`src/rtl/skid_buffer_pkg.sv`:
```
// Shared types for the skid buffer: the FSM state encoding doubles as the occupancy count.
package skid_buffer_pkg;

  typedef enum logic [1:0] {
    SKID_EMPTY = 2'd0,
    SKID_BUSY  = 2'd1,
    SKID_FULL  = 2'd2
  } skid_state_e;

endpackage

```
`src/rtl/skid_buffer_if.sv`:
```
// Valid/ready handshake bundle between a producer, the skid buffer and a consumer.
interface skid_buffer_if #(
  parameter int DATA_WIDTH = 32
);

  logic                  flush_i;
  logic                  s_valid_i;
  logic                  s_ready_o;
  logic [DATA_WIDTH-1:0] s_dat_i;
  logic                  m_valid_o;
  logic                  m_ready_i;
  logic [DATA_WIDTH-1:0] m_dat_o;
  logic [1:0]            occ_o;

  modport slave (
    input  flush_i, s_valid_i, s_dat_i, m_ready_i,
    output s_ready_o, m_valid_o, m_dat_o, occ_o
  );

  modport master (
    output flush_i, s_valid_i, s_dat_i, m_ready_i,
    input  s_ready_o, m_valid_o, m_dat_o, occ_o
  );

endinterface

```
`src/rtl/skid_buffer_cells.sv`:
```
// Common register cells: async active-low reset to zero (dffr), to ones (dffrh),
// and to zero with a load enable (dffer).
module dffr #(
  parameter int W = 1
) (
  input  logic         clk_i,
  input  logic         rst_n_i,
  input  logic [W-1:0] d_i,
  output logic [W-1:0] q_o
);

  always_ff @(posedge clk_i or negedge rst_n_i) begin
    if (!rst_n_i) q_o <= '0;
    else          q_o <= d_i;
  end

endmodule

module dffrh #(
  parameter int W = 1
) (
  input  logic         clk_i,
  input  logic         rst_n_i,
  input  logic [W-1:0] d_i,
  output logic [W-1:0] q_o
);

  always_ff @(posedge clk_i or negedge rst_n_i) begin
    if (!rst_n_i) q_o <= '1;
    else          q_o <= d_i;
  end

endmodule

module dffer #(
  parameter int W = 1
) (
  input  logic         clk_i,
  input  logic         rst_n_i,
  input  logic         en_i,
  input  logic [W-1:0] d_i,
  output logic [W-1:0] q_o
);

  always_ff @(posedge clk_i or negedge rst_n_i) begin
    if (!rst_n_i)  q_o <= '0;
    else if (en_i) q_o <= d_i;
  end

endmodule

```
`src/rtl/skid_buffer.sv`:
```
// Two-entry valid/ready pipeline stage with every handshake output registered,
// sustaining one transfer per cycle while cutting both forward and backward paths.
module skid_buffer
  import skid_buffer_pkg::*;
#(
  parameter int DATA_WIDTH = 32
) (
  input logic          clk_i,
  input logic          rst_n_i,
  skid_buffer_if.slave bus
);

  logic [1:0]            r_state_q;
  logic                  r_rdy;
  logic                  r_vld;
  logic [DATA_WIDTH-1:0] r_main;
  logic [DATA_WIDTH-1:0] r_skid;

  skid_state_e           w_state;
  skid_state_e           w_state_nxt;
  logic                  w_in;
  logic                  w_out;
  logic                  w_main_en;
  logic                  w_main_from_skid;
  logic                  w_skid_en;
  logic                  w_rdy_nxt;
  logic                  w_vld_nxt;
  logic [DATA_WIDTH-1:0] w_main_d;

  assign w_state = skid_state_e'(r_state_q);
  assign w_in    = bus.s_valid_i & r_rdy;
  assign w_out   = r_vld & bus.m_ready_i;

  // Flush overrides every transition and suppresses loads so the flushed beat is dropped.
  always_comb begin
    w_state_nxt      = w_state;
    w_main_en        = 1'b0;
    w_main_from_skid = 1'b0;
    w_skid_en        = 1'b0;
    case (w_state)
      SKID_EMPTY: begin
        if (w_in) begin
          w_state_nxt = SKID_BUSY;
          w_main_en   = 1'b1;
        end
      end
      SKID_BUSY: begin
        if (w_in && w_out) begin
          w_main_en = 1'b1;
        end else if (w_in) begin
          w_state_nxt = SKID_FULL;
          w_skid_en   = 1'b1;
        end else if (w_out) begin
          w_state_nxt = SKID_EMPTY;
        end
      end
      SKID_FULL: begin
        if (w_out) begin
          w_state_nxt      = SKID_BUSY;
          w_main_en        = 1'b1;
          w_main_from_skid = 1'b1;
        end
      end
      default: w_state_nxt = SKID_EMPTY;
    endcase
    if (bus.flush_i) begin
      w_state_nxt = SKID_EMPTY;
      w_main_en   = 1'b0;
      w_skid_en   = 1'b0;
    end
    w_rdy_nxt = (w_state_nxt != SKID_FULL);
    w_vld_nxt = (w_state_nxt != SKID_EMPTY);
    w_main_d  = w_main_from_skid ? r_skid : bus.s_dat_i;
  end

  dffr  #(.W(2))          u_state (.clk_i(clk_i), .rst_n_i(rst_n_i), .d_i(w_state_nxt), .q_o(r_state_q));
  dffrh #(.W(1))          u_rdy   (.clk_i(clk_i), .rst_n_i(rst_n_i), .d_i(w_rdy_nxt),   .q_o(r_rdy));
  dffr  #(.W(1))          u_vld   (.clk_i(clk_i), .rst_n_i(rst_n_i), .d_i(w_vld_nxt),   .q_o(r_vld));
  dffer #(.W(DATA_WIDTH)) u_main  (.clk_i(clk_i), .rst_n_i(rst_n_i), .en_i(w_main_en),
                                   .d_i(w_main_d), .q_o(r_main));
  dffer #(.W(DATA_WIDTH)) u_skid  (.clk_i(clk_i), .rst_n_i(rst_n_i), .en_i(w_skid_en),
                                   .d_i(bus.s_dat_i), .q_o(r_skid));

  assign bus.s_ready_o = r_rdy;
  assign bus.m_valid_o = r_vld;
  assign bus.m_dat_o   = r_main;
  assign bus.occ_o     = r_state_q;

`ifndef SV_ASSRT_DISABLE
  a_no_x_ctrl: assert property (@(posedge clk_i) disable iff (!rst_n_i)
    !$isunknown({bus.s_valid_i, bus.m_ready_i, bus.flush_i}));

  a_upstream_hold: assert property (@(posedge clk_i) disable iff (!rst_n_i)
    (bus.s_valid_i && !bus.s_ready_o) |=> (bus.s_valid_i && $stable(bus.s_dat_i)));

  a_occ_range: assert property (@(posedge clk_i) disable iff (!rst_n_i)
    bus.occ_o != 2'd3);
`endif

endmodule
```
`src/flat_wrapper.sv`:
```
// flat-port wrapper written by rule: the top's interface ports become plain ports
module skid_buffer_flat import skid_buffer_pkg::*;
#(
  parameter int DATA_WIDTH = 32
)
  (clk_i, rst_n_i, bus_flush_i, bus_s_valid_i, bus_s_dat_i, bus_m_ready_i, bus_s_ready_o, bus_m_valid_o, bus_m_dat_o, bus_occ_o);
  skid_buffer_if #(.DATA_WIDTH(DATA_WIDTH)) bus_i ();
  input logic clk_i;
  input logic rst_n_i;
  input wire logic [$bits(bus_i.flush_i)-1:0] bus_flush_i;
  input wire logic [$bits(bus_i.s_valid_i)-1:0] bus_s_valid_i;
  input wire logic [$bits(bus_i.s_dat_i)-1:0] bus_s_dat_i;
  input wire logic [$bits(bus_i.m_ready_i)-1:0] bus_m_ready_i;
  output wire logic [$bits(bus_i.s_ready_o)-1:0] bus_s_ready_o;
  output wire logic [$bits(bus_i.m_valid_o)-1:0] bus_m_valid_o;
  output wire logic [$bits(bus_i.m_dat_o)-1:0] bus_m_dat_o;
  output wire logic [$bits(bus_i.occ_o)-1:0] bus_occ_o;
  assign bus_i.flush_i = bus_flush_i;
  assign bus_i.s_valid_i = bus_s_valid_i;
  assign bus_i.s_dat_i = bus_s_dat_i;
  assign bus_i.m_ready_i = bus_m_ready_i;
  assign bus_s_ready_o = bus_i.s_ready_o;
  assign bus_m_valid_o = bus_i.m_valid_o;
  assign bus_m_dat_o = bus_i.m_dat_o;
  assign bus_occ_o = bus_i.occ_o;
  skid_buffer #(.DATA_WIDTH(DATA_WIDTH)) u_core (.clk_i(clk_i), .rst_n_i(rst_n_i), .bus(bus_i));
endmodule
```
`config.mk`:
```
export PLATFORM = sky130hd
export DESIGN_NAME = skid_buffer_flat
export DESIGN_NICKNAME = d
export VERILOG_FILES = /design/src/rtl/skid_buffer_pkg.sv /design/src/rtl/skid_buffer_if.sv /design/src/rtl/skid_buffer_cells.sv /design/src/rtl/skid_buffer.sv /design/src/flat_wrapper.sv
export SDC_FILE = /design/constraint.sdc
export NUM_CORES = 1
export LEC_CHECK = 0
export ABC_AREA = 1
export CAP_MARGIN = 20
export CORE_AREA = 2 2 73 75
export CTS_BUF_LIST = sky130_fd_sc_hd__clkbuf_4 sky130_fd_sc_hd__clkbuf_8
export DETAILED_ROUTE_END_ITERATION = 16
export DIE_AREA = 0 0 75 77
export DONT_BUFFER_PORTS = 1
export PLACE_DENSITY = 0.9
export SETUP_SLACK_MARGIN = 0.1
export SLEW_MARGIN = 20
export SYNTH_ARGS = -nofsm -noshare
export SYNTH_HDL_FRONTEND = slang
export SYNTH_SLANG_ARGS = --single-unit
```
`constraint.sdc`:
```
create_clock -name clk_i -period 1.6 [get_ports clk_i]
set_clock_uncertainty 0.15 [all_clocks]
set_input_delay 0 -clock clk_i [delete_from_list [all_inputs] [get_ports clk_i]]
set_output_delay 0 -clock clk_i [all_outputs]
set_load 0.005 [all_outputs]
```
==> impl_metrics.json <==
{
  "violations": "negative hold slack, negative setup slack",
  "hpwl_um": 4440,
  "layout.nets": 510,
  "drtIter0Drc": 593,
  "cts.path.max_buffers": 2,
  "die_y_um": 77,
  "final_cells": 548,
  "clockRootBuffer": "clkbuf_8",
  "dp_cells": 476,
  "rsz0062_at_grt": "true",
  "start_kind": "flop",
  "hp-class": "input pin to asynchronous set/reset pin",
  "cts_made_buffers": 9,
  "route.vias.total": 3447,
  "ir_worst_vdd_uv": 948.5,
  "syn_to_final_growth_pct": 44.51,
  "maxSlewViolCount": 0,
  "drtPass1Iterations": 5,
  "p_sw_share_pct": 36.59,
  "pwr-share-clk_pct": 23.6,
  "period_share_pct": 100.2,
  "via_per_inst": 6.290,
  "insertedDiodeCount": 0,
  "crit_type": "flop to flop",
  "grtUsageTotal_pct": 29.37,
  "power_density_nw_per_um2": 1291,
  "worst_pin_slew_ps": 481.7,
  "hold_violations": 72,
  "antenna_found_initial": 0,
  "min_period_ps": 1603,
  "worst_slack_ps": -3.384,
  "holdWs_ps": -814.7,
  "clk-insertion-delay-late_ps": 360,
  "tritoncts": "done",
  "drc": 0,
  "avgSynthCellArea_sq_um": 7.602,
  "post-synth-top-area-cell": "dfrtp_1",
  "synth_area_sq_um": 3109,
  "core-area_sq_um": 4977,
  "fmax_mhz": 623.7,
  "wirelength_um": 12220,
  "total_power_mw": 5.798,
  "syn_nets": 446,
  "utilization_pct": 90.27,
  "p_int_mw": 3.677,
  "cp-end-kind": "flop",
  "finalSetupViolCount": 1,
  "seqPwrFrac_pct": 50.4,
  "post_drt_wl_per_cell_um": 22.29,
  "final.setup.tns_ps": -3.384,
  "cts_hold_repair.buffers": 34,
  "grt-ovfl-total": 0,
  "power_frac_comb_pct": 26.0,
  "grt_pass1_vias": 2684,
  "synth.yosys.seq_area_share_pct": 54.77,
  "required_ps": 1680,
  "crit_fanout": 6,
  "status": "finished with violations",
  "r2r_cells": 8,
  "syn_inst": 409,
  "yosysTopAreaCellShare_pct": 53.92,
  "cts.sinks": 68,
  "start_util_pct": 62.47,
  "die_w_um": 75,
  "leakagePower_nw": 2.382,
  "netlist_top_cells_area": "dfrtp_1 (54%), nand2_1 (32%), nand3_1 (5.3%)",
  "htreeDepth": 3,
  "maxSlewHeadroom_pct": 67.55,
  "cp.arrival_ps": 1690,
  "grt_pass1_wl_um": 12880,
  "portBuffers": 0,
  "ys_seq_elements": 68,
  "rows": 26,
  "place_congestion": 0.8463,
  "grt_max_degree": 69,
  "drive_gt1_share_pct": 29.29,
  "dieArea_sq_um": 5775,
  "io_pins": 73,
  "max-cap-violations": 0,
  "ys_types": 16,
  "cts.reportedPaths.clkPinSlew_ps": 90,
  "yosys_warnings": 0,
  "ant_nets": 0,
  "p_sw_mw": 2.122
}
[cells in the final DEF (no fill, tap or decap)]
master / instances
clkbuf_4: 1
nor2_2: 1
buf_6: 13
nand2_4: 18
inv_2: 2
dlygate4sd3_1: 34
buf_4: 9
dfrtp_1: 65
nand3_1: 33
nand2_8: 1
nand2_1: 199
nand4_1: 1
buf_8: 5
clkinv_4: 1
dfstp_2: 1
buf_12: 5
nor2_4: 6
dfrtp_2: 2
clkinv_2: 3
nand2_2: 51
a21oi_4: 1
inv_4: 1
o21ai_0: 1
clkbuf_16: 8
inv_1: 5
clkbuf_8: 11
[worst max-delay path, cell delays in order, from the launching register on]
cell	delay, ps
dfstp_2	560
nand2_4	70
nor2_4	110
inv_1	80
nand2_4	90
nand2_8	100
clkbuf_16	200
nand2_2	60
nand2_1	60
[flip-flops by register name (all words and copies together) (netlist names)]
signal              count
u_core.u_rdy.q_o        1
u_core.u_vld.q_o        1
u_core.u_main.q_o      32
u_core.u_skid.q_o      32
u_core.u_state.q_o      2
[synthesized netlist by cell type, drive strengths merged]
| library cell | number |
|---|---|
| buf | 21 |
| nand4 | 1 |
| dfrtp | 67 |
| nand3 | 33 |
| inv | 8 |
| dfstp | 1 |
| nor2 | 7 |
| a21oi | 1 |
| nand2 | 269 |
| o21ai | 1 |
[layout make-up]
cell class | instances | area (sq um)
Clock buffer | 12 | 158.9
Timing Repair Buffer | 74 | 929.6
Sequential cell | 68 | 1705
Inverter | 8 | 32.53
Tap cell | 70 | 87.58
Clock inverter | 4 | 23.77
Fill cell | 182 | 484.2
Multi-Input combinational cell | 312 | 1555
[worst paths after layout]
check                                                       start                                end  slack (ps)
worst max register to register         u_core.u_rdy.q_o$_DFF_PN1_  u_core.u_main.q_o[13]$_DFFE_PN0P_          -3
min in group clk_i                                  bus_s_valid_i    u_core.u_state.q_o[0]$_DFF_PN0_         -50
max in group asynchronous                                 rst_n_i         u_core.u_rdy.q_o$_DFF_PN1_        1940
worst min-delay path                                      rst_n_i  u_core.u_skid.q_o[26]$_DFFE_PN0P_        -810
worst max-delay path                   u_core.u_rdy.q_o$_DFF_PN1_  u_core.u_main.q_o[13]$_DFFE_PN0P_          -3
worst min register to register  u_core.u_skid.q_o[11]$_DFFE_PN0P_  u_core.u_skid.q_o[11]$_DFFE_PN0P_         340
[kinds of logic (layout without fill, tap and decap cells)]
group	Yosys count	in the layout	synth area share, %
and+or+nand+nor	310	310	39.72
DFF	68	68	54.77
buffers and inverters	29	98	5.191
AOI/OAI and AO/OA	2	2	0.3216
[power groups by stage]
| stage | clock network, mW | registers, mW | logic [mW] |
|---|---|---|---|
| after floorplan | 0 | 2.66 | 0.670 |
| after CTS | 1.31 | 2.74 | 0.929 |
| after global routing | 1.43 | 2.95 | 1.62 |
| after detailed placement | 0 | 2.75 | 0.834 |
| final | 1.37 | 2.92 | 1.51 |
| after global placement | 0 | 2.74 | 0.772 |
[what timing repair did]
action / CTS / global route
setup buffers: 0 / 11
endpoints found under the setup margin: 54 / 60
cloned: 0 / 11
hold endpoints to repair: 136 / 79
resized for setup: 8 / 123
pin swaps: 1 / 24
[metrics by stage]
| stage | instance area (sq um) | worst slack, ps |
|---|---|---|
| after floorplan | 3109 | 142.6 |
| after global placement | 3213 | 90.90 |
| after detailed placement | 3213 | 55.71 |
| after CTS | 3761 | 95.97 |
| after global routing | 4493 | -63.95 |
| final | 4493 | -3.384 |
[routing by layer]
layer	wire length, um	GRT usage [%]	vias to the layer above
met1	4074	40.58	1637
met4	698	10.00	0
met5	0	0	-
met2	5928	44.21	342
li1	-	-	1389
met3	1515	8.541	79
(Power assumes the default switching activity.)
